--- src/rtl/hazard_stall_unit_pkg.sv ---
// Shared types and constants for the pipeline hazard/stall control slice.
package hazard_stall_unit_pkg;

  localparam int unsigned REG_ZERO = 0;
  localparam int unsigned MD_CNT_W = 4;

  typedef enum logic {
    MD_IDLE,
    MD_BUSY
  } md_state_t;

  typedef enum logic [1:0] {
    HZ_NONE,
    HZ_LOAD_USE,
    HZ_MD,
    HZ_BRANCH
  } hazard_cause_t;

  typedef struct packed {
    logic pc_we;
    logic ifid_we;
    logic ifid_flush;
    logic idex_flush;
  } pipe_ctrl_t;

  localparam pipe_ctrl_t CTRL_RESET  = '{pc_we: 1'b0, ifid_we: 1'b0, ifid_flush: 1'b1, idex_flush: 1'b1};
  localparam pipe_ctrl_t CTRL_BRANCH = '{pc_we: 1'b1, ifid_we: 1'b1, ifid_flush: 1'b1, idex_flush: 1'b1};
  localparam pipe_ctrl_t CTRL_STALL  = '{pc_we: 1'b0, ifid_we: 1'b0, ifid_flush: 1'b0, idex_flush: 1'b1};
  localparam pipe_ctrl_t CTRL_RUN    = '{pc_we: 1'b1, ifid_we: 1'b1, ifid_flush: 1'b0, idex_flush: 1'b0};

endpackage

--- src/rtl/hazard_stall_unit_md_busy_tracker.sv ---
// Mult/div occupancy tracker: IDLE/BUSY FSM with a down-counter loaded on issue.
module md_busy_tracker
  import hazard_stall_unit_pkg::*;
#(
  parameter int unsigned MD_LATENCY = 4
) (
  input  logic clk,
  input  logic rst,
  input  logic issue,
  output logic md_busy
);

  md_state_t             r_state;
  md_state_t             w_state_next;
  logic [MD_CNT_W-1:0]   r_cnt;
  logic [MD_CNT_W-1:0]   w_cnt_next;

  always_ff @(posedge clk) begin
    if (rst) begin
      r_state <= MD_IDLE;
      r_cnt   <= '0;
    end else begin
      r_state <= w_state_next;
      r_cnt   <= w_cnt_next;
    end
  end

  // Counter loads LATENCY-1 and BUSY lasts one extra cycle at zero, giving LATENCY busy cycles.
  always_comb begin
    w_state_next = r_state;
    w_cnt_next   = r_cnt;
    unique case (r_state)
      MD_IDLE: begin
        if (issue) begin
          w_state_next = MD_BUSY;
          w_cnt_next   = MD_CNT_W'(MD_LATENCY - 1);
        end
      end
      MD_BUSY: begin
        if (r_cnt != '0) begin
          w_cnt_next = r_cnt - MD_CNT_W'(1);
        end else begin
          w_state_next = MD_IDLE;
        end
      end
      default: begin
        w_state_next = MD_IDLE;
        w_cnt_next   = '0;
      end
    endcase
  end

  always_comb begin
    md_busy = (r_state == MD_BUSY);
  end

endmodule

--- src/rtl/hazard_stall_unit.sv ---
// Stall/flush request source: load-use, mult/div occupancy and taken-branch hazards.
module hazard_stall_unit
  import hazard_stall_unit_pkg::*;
#(
  parameter int unsigned REG_ADDR_W = 5,
  parameter int unsigned MD_LATENCY = 4,
  parameter int unsigned CNT_W      = 32
) (
  input  logic                  clk,
  input  logic                  rst,
  input  logic [REG_ADDR_W-1:0] id_rs,
  input  logic [REG_ADDR_W-1:0] id_rt,
  input  logic                  id_uses_rs,
  input  logic                  id_uses_rt,
  input  logic                  ex_mem_read,
  input  logic [REG_ADDR_W-1:0] ex_rt,
  input  logic                  ex_branch_taken,
  input  logic                  id_md_start,
  input  logic                  id_md_read,
  output logic                  pc_we,
  output logic                  ifid_we,
  output logic                  ifid_flush,
  output logic                  idex_flush,
  output logic                  md_busy,
  output logic [CNT_W-1:0]      stall_cnt
);

  logic          w_load_use;
  logic          w_md_hazard;
  logic          w_stall;
  logic          w_issue;
  hazard_cause_t w_cause;
  pipe_ctrl_t    w_ctrl;
  logic [CNT_W-1:0] r_stall_cnt;

  always_comb begin
    w_load_use = ex_mem_read
              && (ex_rt != REG_ADDR_W'(REG_ZERO))
              && ((id_uses_rs && (id_rs == ex_rt)) || (id_uses_rt && (id_rt == ex_rt)));
    w_md_hazard = md_busy && (id_md_start || id_md_read);
    w_stall     = w_load_use || w_md_hazard;
    w_issue     = id_md_start && !w_stall && !ex_branch_taken;
  end

  md_busy_tracker #(
    .MD_LATENCY(MD_LATENCY)
  ) u_md_busy_tracker (
    .clk    (clk),
    .rst    (rst),
    .issue  (w_issue),
    .md_busy(md_busy)
  );

  always_comb begin
    if (ex_branch_taken) begin
      w_cause = HZ_BRANCH;
    end else if (w_load_use) begin
      w_cause = HZ_LOAD_USE;
    end else if (w_md_hazard) begin
      w_cause = HZ_MD;
    end else begin
      w_cause = HZ_NONE;
    end
  end

  always_comb begin
    w_ctrl = CTRL_RUN;
    if (rst) begin
      w_ctrl = CTRL_RESET;
    end else begin
      unique case (w_cause)
        HZ_BRANCH:          w_ctrl = CTRL_BRANCH;
        HZ_LOAD_USE, HZ_MD: w_ctrl = CTRL_STALL;
        default:            w_ctrl = CTRL_RUN;
      endcase
    end
  end

  always_comb begin
    pc_we      = w_ctrl.pc_we;
    ifid_we    = w_ctrl.ifid_we;
    ifid_flush = w_ctrl.ifid_flush;
    idex_flush = w_ctrl.idex_flush;
    stall_cnt  = r_stall_cnt;
  end

  // Only stalls that actually hold the pipe are counted; branch-overridden ones are not.
  always_ff @(posedge clk) begin
    if (rst) begin
      r_stall_cnt <= '0;
    end else if (((w_cause == HZ_LOAD_USE) || (w_cause == HZ_MD)) && (r_stall_cnt != '1)) begin
      r_stall_cnt <= r_stall_cnt + CNT_W'(1);
    end
  end

endmodule
--- config.mk ---
export PLATFORM = sky130hd
export DESIGN_NAME = hazard_stall_unit
export DESIGN_NICKNAME = d
export VERILOG_FILES = /design/src/rtl/hazard_stall_unit_pkg.sv /design/src/rtl/hazard_stall_unit_md_busy_tracker.sv /design/src/rtl/hazard_stall_unit.sv
export SDC_FILE = /design/constraint.sdc
export NUM_CORES = 1
export LEC_CHECK = 0
export ABC_AREA = 1
export BUFFER_PORTS_ARGS = -buffer_cell sky130_fd_sc_hd__buf_4
export CORE_UTILIZATION = 45
export DETAILED_ROUTE_END_ITERATION = 10
export GPL_ROUTABILITY_DRIVEN = 0
export PLACE_DENSITY = 0.71
export SLEW_MARGIN = 0
export SYNTH_ARGS = -nofsm -noshare
export SYNTH_HDL_FRONTEND = slang
export SYNTH_HIERARCHICAL = 1
export SYNTH_SLANG_ARGS = --single-unit
--- constraint.sdc ---
create_clock -name clk -period 1.9 [get_ports clk]
set_input_delay 0.095 -clock clk [delete_from_list [all_inputs] [get_ports clk]]
set_output_delay 0.095 -clock clk [all_outputs]
set_load 0.03 [all_outputs]
* Word-level counts from Yosys, hierarchy flattened *
Index checks and enable logic that the tools add are counted.

word-level totals
  input bits = 23
  register bits = 37
  output and inout bits = 37
  word-level logic and storage cells = 43

cells by class
  bitwise operators = 1
  multiplexer cells = 11
  reduce and logical (&&, ||, !) cells = 18
  add/sub/neg operators = 2
  eq/ne operators = 8

operators by type and width
  kind                     count
  $add A32 B1 Y32 const B  1
  $ne A32 B32 Y1 const B   1
  $pmux W4 S2              2
  $mux W4                  3
  $eq A5 B5 Y1             2
  $logic_and A1 B1 Y1      8
  $mux W2                  3
  $reduce_bool A5 Y1       1
  $eq A2 B2 Y1 const B     2
  $logic_or A1 B1 Y1       4
  $reduce_bool A4 Y1       1
  $sub A4 B1 Y4 const B    1
  $eq A2 B1 Y1 const B     1
  $logic_not A1 Y1         2
  $mux W1                  2
  $ne A2 B1 Y1 const B     1
  $ne A2 B2 Y1 const B     1
  $pmux W1 S2              1
  $reduce_and A2 Y1        1
  $reduce_or A2 Y1         1
  $not A1 Y1               1

* Depth between registers and ports, before layout *
Gate-level depths: netlist (run 1).

  depth in word-level cells = 10
  mapped depth = 17
  mapped depth without buffers = 16

* Modules after synthesis *
Netlist (run 1), hierarchy kept.

by module, submodules not included
  module             times used  area each (um^2)  cells an instance
  hazard_stall_unit  1           2388.5            388
  md_busy_tracker    1           232.7             33

* Least setup slack after synthesis (run 1) *
No wires, ideal clock.

  path kind = reg2out
  start point = reg u_md_busy_tracker.r_state, in the netlist u_md_busy_tracker/md_busy
  end point = out pc_we
  required time = 1.805 ns
  stages on the path, launching flop included = 8
  data arrival time = 2.001 ns
  buffers on the path = 2
  slack = -0.196 ns
  cells stage by stage = dfxtp_1 -> inv_1 -> nor2_1 -> a21oi_1 -> ha_1 -> buf_2 -> nor2_1 -> buf_4

between the ends
  longest elaborated chain between the ends = 8
  elaborated cells between the ends (all ways) = 10

RTL lines
  what                                          RTL line                                 RTL
  start, declared                               hazard_stall_unit_md_busy_tracker.sv:13  md_state_t r_state;
  start signal, assigned                        hazard_stall_unit_md_busy_tracker.sv:23  r_state <= w_state_next;
  $logic_and A1 B1 Y1 *                         hazard_stall_unit.sv:40                  w_md_hazard = md_busy && (id_md_start || id_md_read);
  $mux W2 *                                     hazard_stall_unit.sv:59                  end else if (w_md_hazard) begin
  $mux W2 *                                     hazard_stall_unit.sv:57                  end else if (w_load_use) begin
  $mux W2 *                                     hazard_stall_unit.sv:55                  if (ex_branch_taken) begin
  $eq A2 B1 Y1 or $eq A2 B2 Y1 (tied branches)  hazard_stall_unit.sv:71                  unique case (w_cause)
  $reduce_or A2 Y1                              hazard_stall_unit.sv:71
  $pmux W4 S2 *                                 hazard_stall_unit.sv:71
  $mux W4 *                                     hazard_stall_unit.sv:68                  if (rst) begin
  end, declared                                 hazard_stall_unit.sv:20                  output logic pc_we,

Mark *: on every way between the ends. The rest lies on a longest branch, timed or not.

* Worst setup path after layout (run 1) *
Same ends and word-level chain as after synthesis.

==> results of run 1 <==
-- cells in the final DEF, fill, tap and decap left out --
cell type and count:
inv_2 2, inv_1 41, a21oi_2 19, buf_6 2, bufinv_16 1, nor3b_2 1, dfxtp_4 1, xor2_1 15
clkbuf_8 6, buf_12 3, nor2_4 5, a21boi_0 1, nand3_1 18, buf_4 78, ha_1 2, dfxtp_1 34
o21ai_0 6, nor2_2 3, ha_2 1, nand2_1 133, nand2_2 13, dfxtp_2 2, nand2_4 3, clkbuf_1 1
nor3_1 1, nor2_1 87, a21oi_1 6, nand4_1 10, a31oi_1 1, xnor2_1 5, nor3_2 1
-- flip-flops by register name, summed over array words and instances, names as in the netlist --
name                       flops
u_md_busy_tracker/r_cnt        4
stall_cnt                     32
u_md_busy_tracker/md_busy      1
-- power by group through the flow --
stage / clock [mW] / combinational [mW] / sequential, mW
finish: 0.726 / 0.339 / 0.808
global route: 0.769 / 0.373 / 0.812
CTS: 0.740 / 0.330 / 0.809
detailed placement: 0 / 0.329 / 0.827
global placement: 0 / 0.323 / 0.827
floorplan: 0 / 0.207 / 0.842
-- through the flow --
step	instances	hold WS, ns	utilization [%]	power [mW]
after floorplan	421	0.157	-	1.05
after global placement	562	0.388	58.4	1.15
after global routing	574	0.0959	61.6	1.95
after CTS	570	0.0796	60.5	1.88
after detailed placement	562	0.393	58.4	1.16
final	574	0.0930	61.6	1.87
-- per-layer routing --
metal / wire length [um] / share of wire (%) / vias up / global-route usage [%]
li1: - / - / 1466 / -
met1: 3120 / 47 / 1225 / 28.5
met2: 3060 / 46 / 66 / 41.7
met3: 314 / 4.8 / 10 / 6.05
met4: 87 / 1.3 / 0 / 6.30
met5: 0 / 0 / - / 0
-- final timing paths --
kind	to	slack [ns]	cells past startpoint
min reg2reg	u_md_busy_tracker/r_cnt[1]$_SDFFE_PP0P_	0.49	2
max	pc_we	0.10	7
max reg2reg	stall_cnt[9]$_SDFFE_PP0P_	0.12	11
min	stall_cnt[12]$_SDFFE_PP0P_	0.09	2
-- area by class of cell --
type	count	area [um^2]	area share (%)
flip-flops and latches	37	747	21.7
inverters	43	161	4.70
repair buffers	83	668	19.5
clock inverters	1	30.0	0.874
well taps	72	90.1	2.62
clock buffers	7	86.3	2.51
multi-input cells	331	1650	48.1
-- cell families (layout without fill, tap and decap cells) --
group / after synthesis / count (layout) / share of synthesized area [%]
simple gates: 275 / 275 / 44.9
xor+xnor: 20 / 20 / 6.68
compound gates: 33 / 33 / 9.02
fa+ha+maj: 3 / 3 / 1.43
flops: 37 / 37 / 28.3
buf+inv: 53 / 134 / 9.74
-- what timing repair did --
item	in CTS	in global routing
endpoints found under the setup margin	0	31
hold endpoints to repair	0	0
buffers inserted	0	4
resized for setup	0	10
-- critical path, delay by kind of cell (launching register included) --
family,cells,cell delay [ns]
AOI/OAI and AO/OA,1,0.07
DFF,1,0.39
adders and majority gates,1,0.32
and+or+nand+nor,2,0.24
buffers and inverters,3,0.39
==> flow_metrics.py, run 1 <==
metrics = {
    "power": {
        "combPwrFrac_pct": 18.1,
        "pwr-share-clk_pct": 38.8,
        "p_switching_uw": 510,
        "netSwitchingFraction_pct": 27.2,
        "pwr-share-seq_pct": 43.1,
        "power_density_nw_per_um2": 546,
        "peakVddDrop_uv": 253,
        "p_int_mw": 1.36,
        "p_leak_nw": 1.47,
    },
    "floorplanning": {
        "fp.coreArea_um2": 5570,
        "rows": 27,
        "die_h_um": 78.3,
        "boundaryPins": 60,
        "die_area_um2": 6130,
        "die_w_um": 78.3,
        "initial_utilization_pct": 47.0,
    },
    "synthesis": {
        "yosys.area.top_type_share_pct": 28.3,
        "syn_nets": 447,
        "syn_area_um2": 2620,
        "synth_area_leaders": "dfxtp_1, nand2_1, nor2_1",
        "post-synth-top-count-cell": "nand2_1",
        "synth_common_cells": "nand2_1, nor2_1, inv_1, dfxtp_1",
        "syn_area_per_cell_um2": 6.23,
        "synthCells": 421,
        "ys_types": 25,
        "synth_edf_count": 0,
        "ys_ff_latch": 37,
        "ys.flop_type": "dfxtp_1",
        "async_flop_share_pct": 0,
        "yosysSeqAreaShare_pct": 28.3,
        "yosys_warnings": 6,
        "yosys.area.top_type": "dfxtp_1",
    },
    "critical_path": {
        "cp-start-kind": "flip-flop",
        "critPathLaunch": "u_md_busy_tracker/md_busy$_SDFF_PP0_",
        "worstPathArrival_ns": 1.70,
        "timing.rr.start": "stall_cnt[0]$_SDFFE_PP0P_",
        "critical-path-max-stage-delay_ns": 0.39,
        "cp-end-kind": "output port",
        "worstPathMaxFanout": 7,
        "required_ns": 1.80,
        "crit_path_top_delay_cell": "dfxtp_4",
        "crit_chain": "inv_1 > nor2_2 > a21oi_2 > ha_2 > buf_4 > nor2_4 > buf_6",
        "crit_type": "flip-flop to output port",
    },
    "timing": {
        "setup_ws_ns": 0.105,
        "skew_ns": 0.00671,
        "period_needed_ns": 1.80,
        "slew_violations": 0,
        "worst_slew_pin_slew_ns": 0.364,
        "setup_tns_ns": 0,
        "relSlewSlack_pct": 75.7,
        "setup_viol": 0,
        "fin_crit_sh_pct": 94.5,
        "max_freq_mhz": 557,
        "hold_violations": 0,
    },
    "flow_run": {
        "cap_violations": 0,
    },
    "clocking": {
        "hold_buffers": 0,
        "cts_root_buf": "clkbuf_8",
        "tritoncts": "yes",
        "numCtsBuffers": 5,
        "path_clk_slew_ns": 0.08,
        "clkSinkCount": 37,
        "htree_levels": 2,
        "clockBufferDepth": 2,
        "worstSkewPairLatency_ns": 0.29,
    },
    "min_path": {
        "hold_path.class": "input pin to flip-flop",
        "min_from": "rst",
    },
    "finish": {
        "nFillCells": 535,
        "area_growth_pct": 31.0,
        "fin_area_um2": 3430,
        "drive_above_1_share_pct": 28.1,
        "diodes": 0,
        "nets": 527,
    },
    "route": {
        "ant_nets": 0,
        "routed-via-count": 2767,
        "wirelength_um": 6580,
        "drt_pre_antenna_iters": 4,
        "drt_iter0_drc": 138,
        "wire_per_inst_um": 11.5,
        "post-route-drc-count": 0,
        "viasPerCell": 4.82,
    },
    "global_routing": {
        "overflow": 0,
        "grt_pass1_vias": 2583,
        "grt_pass1_wl_um": 11500,
        "grtUsageTotal_pct": 23.7,
        "antenna_found_initial": 0,
        "grt_max_degree": 24,
    },
    "place": {
        "dp_hpwl_um": 5220,
        "dpl-instance-area_um2": 3250,
        "place_ws_ns": -0.119,
        "io_buffers": 59,
    },
    "status": {
        "status": "complete, no violations",
    },
}
No activity file was read; power rests on OpenSTA's default activity.
==> inputs of run 2 (changes only) <==
Settings changed: ABC_AREA 1 to unset, PLACE_DENSITY 0.71 to 0.74.
==> flow_metrics.py, run 2 <==
metrics = {
    "status": {
        "status": "finished, violations left",
        "violations": "negative setup slack",
    },
    "critical_path": {
        "required_ns": 2.12,
        "crit_type": "flip-flop to flip-flop",
        "cp-end-kind": "flip-flop",
        "worstPathArrival_ns": 2.43,
        "cp-start-kind": "flip-flop",
        "worstPathMaxFanout": 7,
    },
    "synthesis": {
        "syn_area_um2": 2040,
        "muxShareOfSynthArea_pct": 1.78,
        "yosys_warnings": 6,
        "ys_types": 47,
        "async_flop_share_pct": 0,
        "synth_area_leaders": "dfxtp_1, or3_1, a21oi_1",
        "post-synth-top-count-cell": "dfxtp_1",
        "synth_top_family_by_area": "simple AND/OR/NAND/NOR gates",
        "synth_compound_gate_area_share_pct": 19.0,
        "ys.flop_type": "dfxtp_1",
        "synth_xor_xnor_area_share_pct": 6.02,
        "yosys.area_share.adder_pct": 1.84,
        "yosys.area.top_type_share_pct": 36.4,
        "yosysSeqAreaShare_pct": 36.4,
        "syn_nets": 275,
        "synthCells": 249,
        "ys_ff_latch": 37,
        "syn_area_per_cell_um2": 8.18,
        "yosys.area_share.simple_pct": 31.4,
        "yosys.area.top_type": "dfxtp_1",
        "synth_edf_count": 0,
        "synth_common_cells": "dfxtp_1, a21oi_1, or3_1, nand3_1, o21ai_0",
    },
    "finish": {
        "most-common-layout-cells": "buf_4, a21oi_1, or3_1",
        "largest_reg_flops": 32,
        "fin_area_um2": 3430,
        "nets": 404,
        "drive_above_1_share_pct": 51.5,
        "layout_commonest_cell": "buf_4",
        "final_cells": 431,
        "nFillCells": 297,
        "diodes": 0,
        "area_growth_pct": 68.2,
    },
    "global_routing": {
        "use_met1_pct": 33.9,
        "use_met2_pct": 49.0,
        "met3_usage_pct": 5.52,
        "grtUsageTotal_pct": 28.2,
        "antenna_found_initial": 0,
        "grt_busiest_layer": "met2",
        "grt_pass1_vias": 2408,
        "grt_max_degree": 42,
        "grt_pass1_wl_um": 10900,
        "overflow": 0,
    },
    "power": {
        "peakVddDrop_uv": 477,
        "p_total_mw": 1.82,
        "p_leak_nw": 1.40,
        "power_density_nw_per_um2": 532,
    },
    "route": {
        "viasPerCell": 5.81,
        "drt_pre_antenna_iters": 4,
        "wire_per_inst_um": 16.3,
        "post-route-drc-count": 0,
        "drt_iter0_drc": 98,
        "routed-via-count": 2506,
        "wirelength_um": 7050,
        "ant_nets": 0,
    },
    "flow_run": {
        "cap_violations": 0,
    },
    "timing": {
        "relSlewSlack_pct": 69.1,
        "skew_ns": 0.00479,
        "max_freq_mhz": 452,
        "setup_ws_ns": -0.311,
        "worst_slew_pin_slew_ns": 0.464,
        "setup_viol": 32,
        "period_needed_ns": 2.21,
        "fin_crit_sh_pct": 116,
        "hold_violations": 0,
        "rsz0062_at_grt": "true",
        "slew_violations": 0,
    },
    "clocking": {
        "worstSkewPairLatency_ns": 0.30,
        "cts_root_buf": "clkbuf_8",
        "tritoncts": "yes",
        "numCtsBuffers": 5,
        "clockBufferDepth": 2,
        "htree_levels": 2,
        "clkSinkCount": 37,
        "path_clk_slew_ns": 0.07,
    },
    "floorplanning": {
        "boundaryPins": 60,
        "die_w_um": 69.3,
        "rows": 24,
        "initial_utilization_pct": 46.8,
        "die_area_um2": 4800,
        "fp.coreArea_um2": 4350,
        "die_h_um": 69.3,
    },
    "place": {
        "dpl-instance-area_um2": 3080,
        "post-place-cells": 413,
        "io_buffers": 59,
        "place_ws_ns": -0.494,
        "dp_hpwl_um": 4360,
    },
    "min_path": {
        "hold_path.class": "input pin to flip-flop",
    },
}
-- run 2: changes by cell type after synthesis, moves of 13 or more --
cell / previous run / this run
a21oi_2: 18 / 0
nand2_2: 13 / 0
nor2_1: 89 / 13
a21oi_1: 7 / 27
nand2_1: 133 / 14
or3_1: 0 / 22
inv_1: 42 / 5
-- run 2: logic make-up after synthesis --
kind of cell,count (synthesis)
compound gates,67
xor+xnor,14
fa+ha+maj,3
buf+inv,15
flops,37
mux,3
simple gates,110
-- run 2: cell type report --
class                           count  area [um^2]  share of cell area (%)
Multi-Input combinational cell    197         1360                    39.7
Inverter                            5         18.8                   0.548
Timing Repair Buffer              132         1080                    31.5
Tap cell                           52         65.1                    1.90
Clock inverter                      1         5.00                   0.146
Clock buffer                        7         96.3                    2.81
Sequential cell                    37          801                    23.4
-- run 2: power breakdown --
| group | leakage, nW | switching [mW] | internal [mW] |
|---|---|---|---|
| Sequential | 0.314 | 0.0159 | 0.778 |
| Combinational | 1.03 | 0.195 | 0.213 |
| Clock | 0.0542 | 0.291 | 0.328 |
-- run 2: critical path, stage by stage, from the launching register on --
cell and delay [ns]:
dfxtp_4 0.35, o21ai_2 0.05, a31oi_1 0.19, nor2_1 0.08, ha_1 0.33, buf_6 0.13
o31ai_4 0.07, buf_6 0.15, buf_6 0.13, buf_16 0.13, or3_4 0.37, a21oi_2 0.15
-- run 2: timing repair --
action                                  4_1_cts  5_1_grt
resized for setup                            22       15
endpoints found under the setup margin       26       34
cloned                                        2        1
hold buffers                                  0        0
buffers inserted                              8        1
pin swaps                                    21       18
-- run 2: final timing paths --
| path | startpoint | end | slack [ns] | depth (start not counted) |
|---|---|---|---|---|
| max | u_md_busy_tracker/md_busy$_SDFF_PP0_ | stall_cnt[10]$_SDFFE_PP0P_ | -0.31 | 11 |
| min | rst | u_md_busy_tracker/md_busy$_SDFF_PP0_ | 0.23 | 2 |
| max reg2reg | u_md_busy_tracker/md_busy$_SDFF_PP0_ | stall_cnt[10]$_SDFFE_PP0P_ | -0.31 | 11 |
| min reg2reg | stall_cnt[18]$_SDFFE_PP0P_ | stall_cnt[18]$_SDFFE_PP0P_ | 0.51 | 2 |
-- run 2: metrics by stage --
stage | hold WS (ns) | TNS (ns) | util, %
floorplan | 0.157 | -1.18 | -
global placement | 0.493 | -5.73 | 70.8
detailed placement | 0.501 | -8.85 | 70.8
CTS | 0.222 | -2.41 | 77.2
global route | 0.241 | -7.69 | 78.7
finish | 0.229 | -5.52 | 78.7
-- run 2: metal layers --
layer	wire length (um)	vias to the layer above
met5	0	-
met4	147	0
met3	356	18
met2	3600	82
met1	2940	1215
li1	-	1191
==> inputs of run 3 (changes only) <==
Settings changed: SETUP_SLACK_MARGIN set to 0.05.
==> flow_metrics.py, run 3 (synthesis results as in run 2) <==
metrics = {
    "status": {
        "status": "finished, violations left",
        "violations": "negative setup slack",
    },
    "critical_path": {
        "crit_type": "flip-flop to flip-flop",
        "cp-end-kind": "flip-flop",
        "worstPathMaxFanout": 4,
        "cp-start-kind": "flip-flop",
        "required_ns": 2.12,
        "worstPathArrival_ns": 2.34,
    },
    "timing": {
        "worst_slew_pin_slew_ns": 0.669,
        "relSlewSlack_pct": 55.1,
        "fin_hold_ws_ns": 0.235,
        "slew_violations": 0,
        "setup_viol": 28,
        "hold_violations": 0,
        "period_needed_ns": 2.12,
        "fin_crit_sh_pct": 112,
        "max_freq_mhz": 471,
        "rsz0062_at_grt": "true",
        "setup_ws_ns": -0.221,
        "setup_tns_ns": -2.56,
        "skew_ns": 0.00859,
    },
    "route": {
        "drt_pre_antenna_iters": 4,
        "drt_iter0_drc": 120,
        "wire_per_inst_um": 15.0,
        "wirelength_um": 6480,
        "routed-via-count": 2470,
        "post-route-drc-count": 0,
        "ant_nets": 0,
        "viasPerCell": 5.72,
    },
    "clocking": {
        "hold_buffers": 0,
        "htree_levels": 2,
        "cts_root_buf": "clkbuf_8",
        "tritoncts": "yes",
        "path_clk_slew_ns": 0.07,
        "numCtsBuffers": 5,
        "clkSinkCount": 37,
        "worstSkewPairLatency_ns": 0.30,
        "clockBufferDepth": 2,
    },
    "power": {
        "p_leak_nw": 1.37,
        "peakVddDrop_uv": 479,
        "power_density_nw_per_um2": 500,
        "p_total_mw": 1.69,
    },
    "global_routing": {
        "grt_pass1_wl_um": 10400,
        "grtUsageTotal_pct": 26.0,
        "grt_busiest_layer": "met2",
        "use_met1_pct": 31.1,
        "overflow": 0,
        "antenna_found_initial": 0,
        "grt_max_degree": 42,
        "use_met2_pct": 45.1,
        "grt_pass1_vias": 2389,
        "met3_usage_pct": 5.67,
    },
    "finish": {
        "nets": 405,
        "fin_area_um2": 3390,
        "layout_commonest_cell": "buf_4",
        "final_cells": 432,
        "drive_above_1_share_pct": 51.1,
        "regArea_um2": 805,
        "diodes": 0,
        "fin_util_pct": 77.8,
        "largest_reg_flops": 32,
        "multiInputGateArea_um2": 1360,
        "area_growth_pct": 66.4,
        "nFillCells": 286,
        "most-common-layout-cells": "buf_4, a21oi_1, or3_1",
    },
    "place": {
        "post-place-cells": 408,
        "dp_hpwl_um": 4320,
        "place_ws_ns": -0.469,
        "io_buffers": 59,
        "dpl-instance-area_um2": 3050,
    },
    "floorplanning": {
        "initial_utilization_pct": 46.8,
        "die_w_um": 69.3,
        "boundaryPins": 60,
        "rows": 24,
        "die_h_um": 69.3,
        "die_area_um2": 4800,
        "fp.coreArea_um2": 4350,
    },
    "min_path": {
        "hold_path.class": "input pin to flip-flop",
    },
    "flow_run": {
        "cap_violations": 0,
    },
}
-- run 3: worst paths after layout --
kind | startpoint | endpoint | slack [ns] | depth (start not counted)
min reg2reg | u_md_busy_tracker/r_cnt[1]$_SDFFE_PP0P_ | u_md_busy_tracker/r_cnt[1]$_SDFFE_PP0P_ | 0.53 | 1
max reg2reg | u_md_busy_tracker/md_busy$_SDFF_PP0_ | stall_cnt[30]$_SDFFE_PP0P_ | -0.22 | 9
max | u_md_busy_tracker/md_busy$_SDFF_PP0_ | stall_cnt[30]$_SDFFE_PP0P_ | -0.22 | 9
min | rst | stall_cnt[28]$_SDFFE_PP0P_ | 0.23 | 2
-- run 3: worst max-delay path, cell delays in order (launching register included) --
cell and delay, ns:
dfxtp_4 0.35, o21ai_2 0.05, a31oi_1 0.15, nor2_1 0.06
ha_1 0.31, nand3_2 0.10, nor3_4 0.24, nand4_1 0.16
or4_1 0.45, a21oi_1 0.17
-- run 3: layer usage --
metal,routed length [um],vias up,part of all wire [%]
met5,0,-,0
met2,3370,91,52
li1,-,1195,-
met4,57,0,0.88
met3,341,11,5.3
met1,2710,1173,42
-- run 3: final cells by class --
| type | count | area share, % |
|---|---|---|
| clock buffer | 6 | 2.14 |
| clock inverter | 2 | 0.295 |
| inverter | 5 | 0.554 |
| multi-input combinational | 197 | 40.0 |
| sequential | 37 | 23.7 |
| tap | 52 | 1.92 |
| timing repair buffer | 133 | 31.3 |
-- run 3: timing repair --
action / in CTS / in global routing
cloned: 0 / 2
endpoints found under the setup margin: 31 / 34
gates resized for setup: 9 / 23
buffers inserted: 7 / 9
pin swaps: 12 / 20
-- run 3: power breakdown --
group	internal [mW]	total, mW	switching, mW
Combinational	0.183	0.356	0.173
Sequential	0.777	0.792	0.0147
Clock	0.255	0.547	0.292
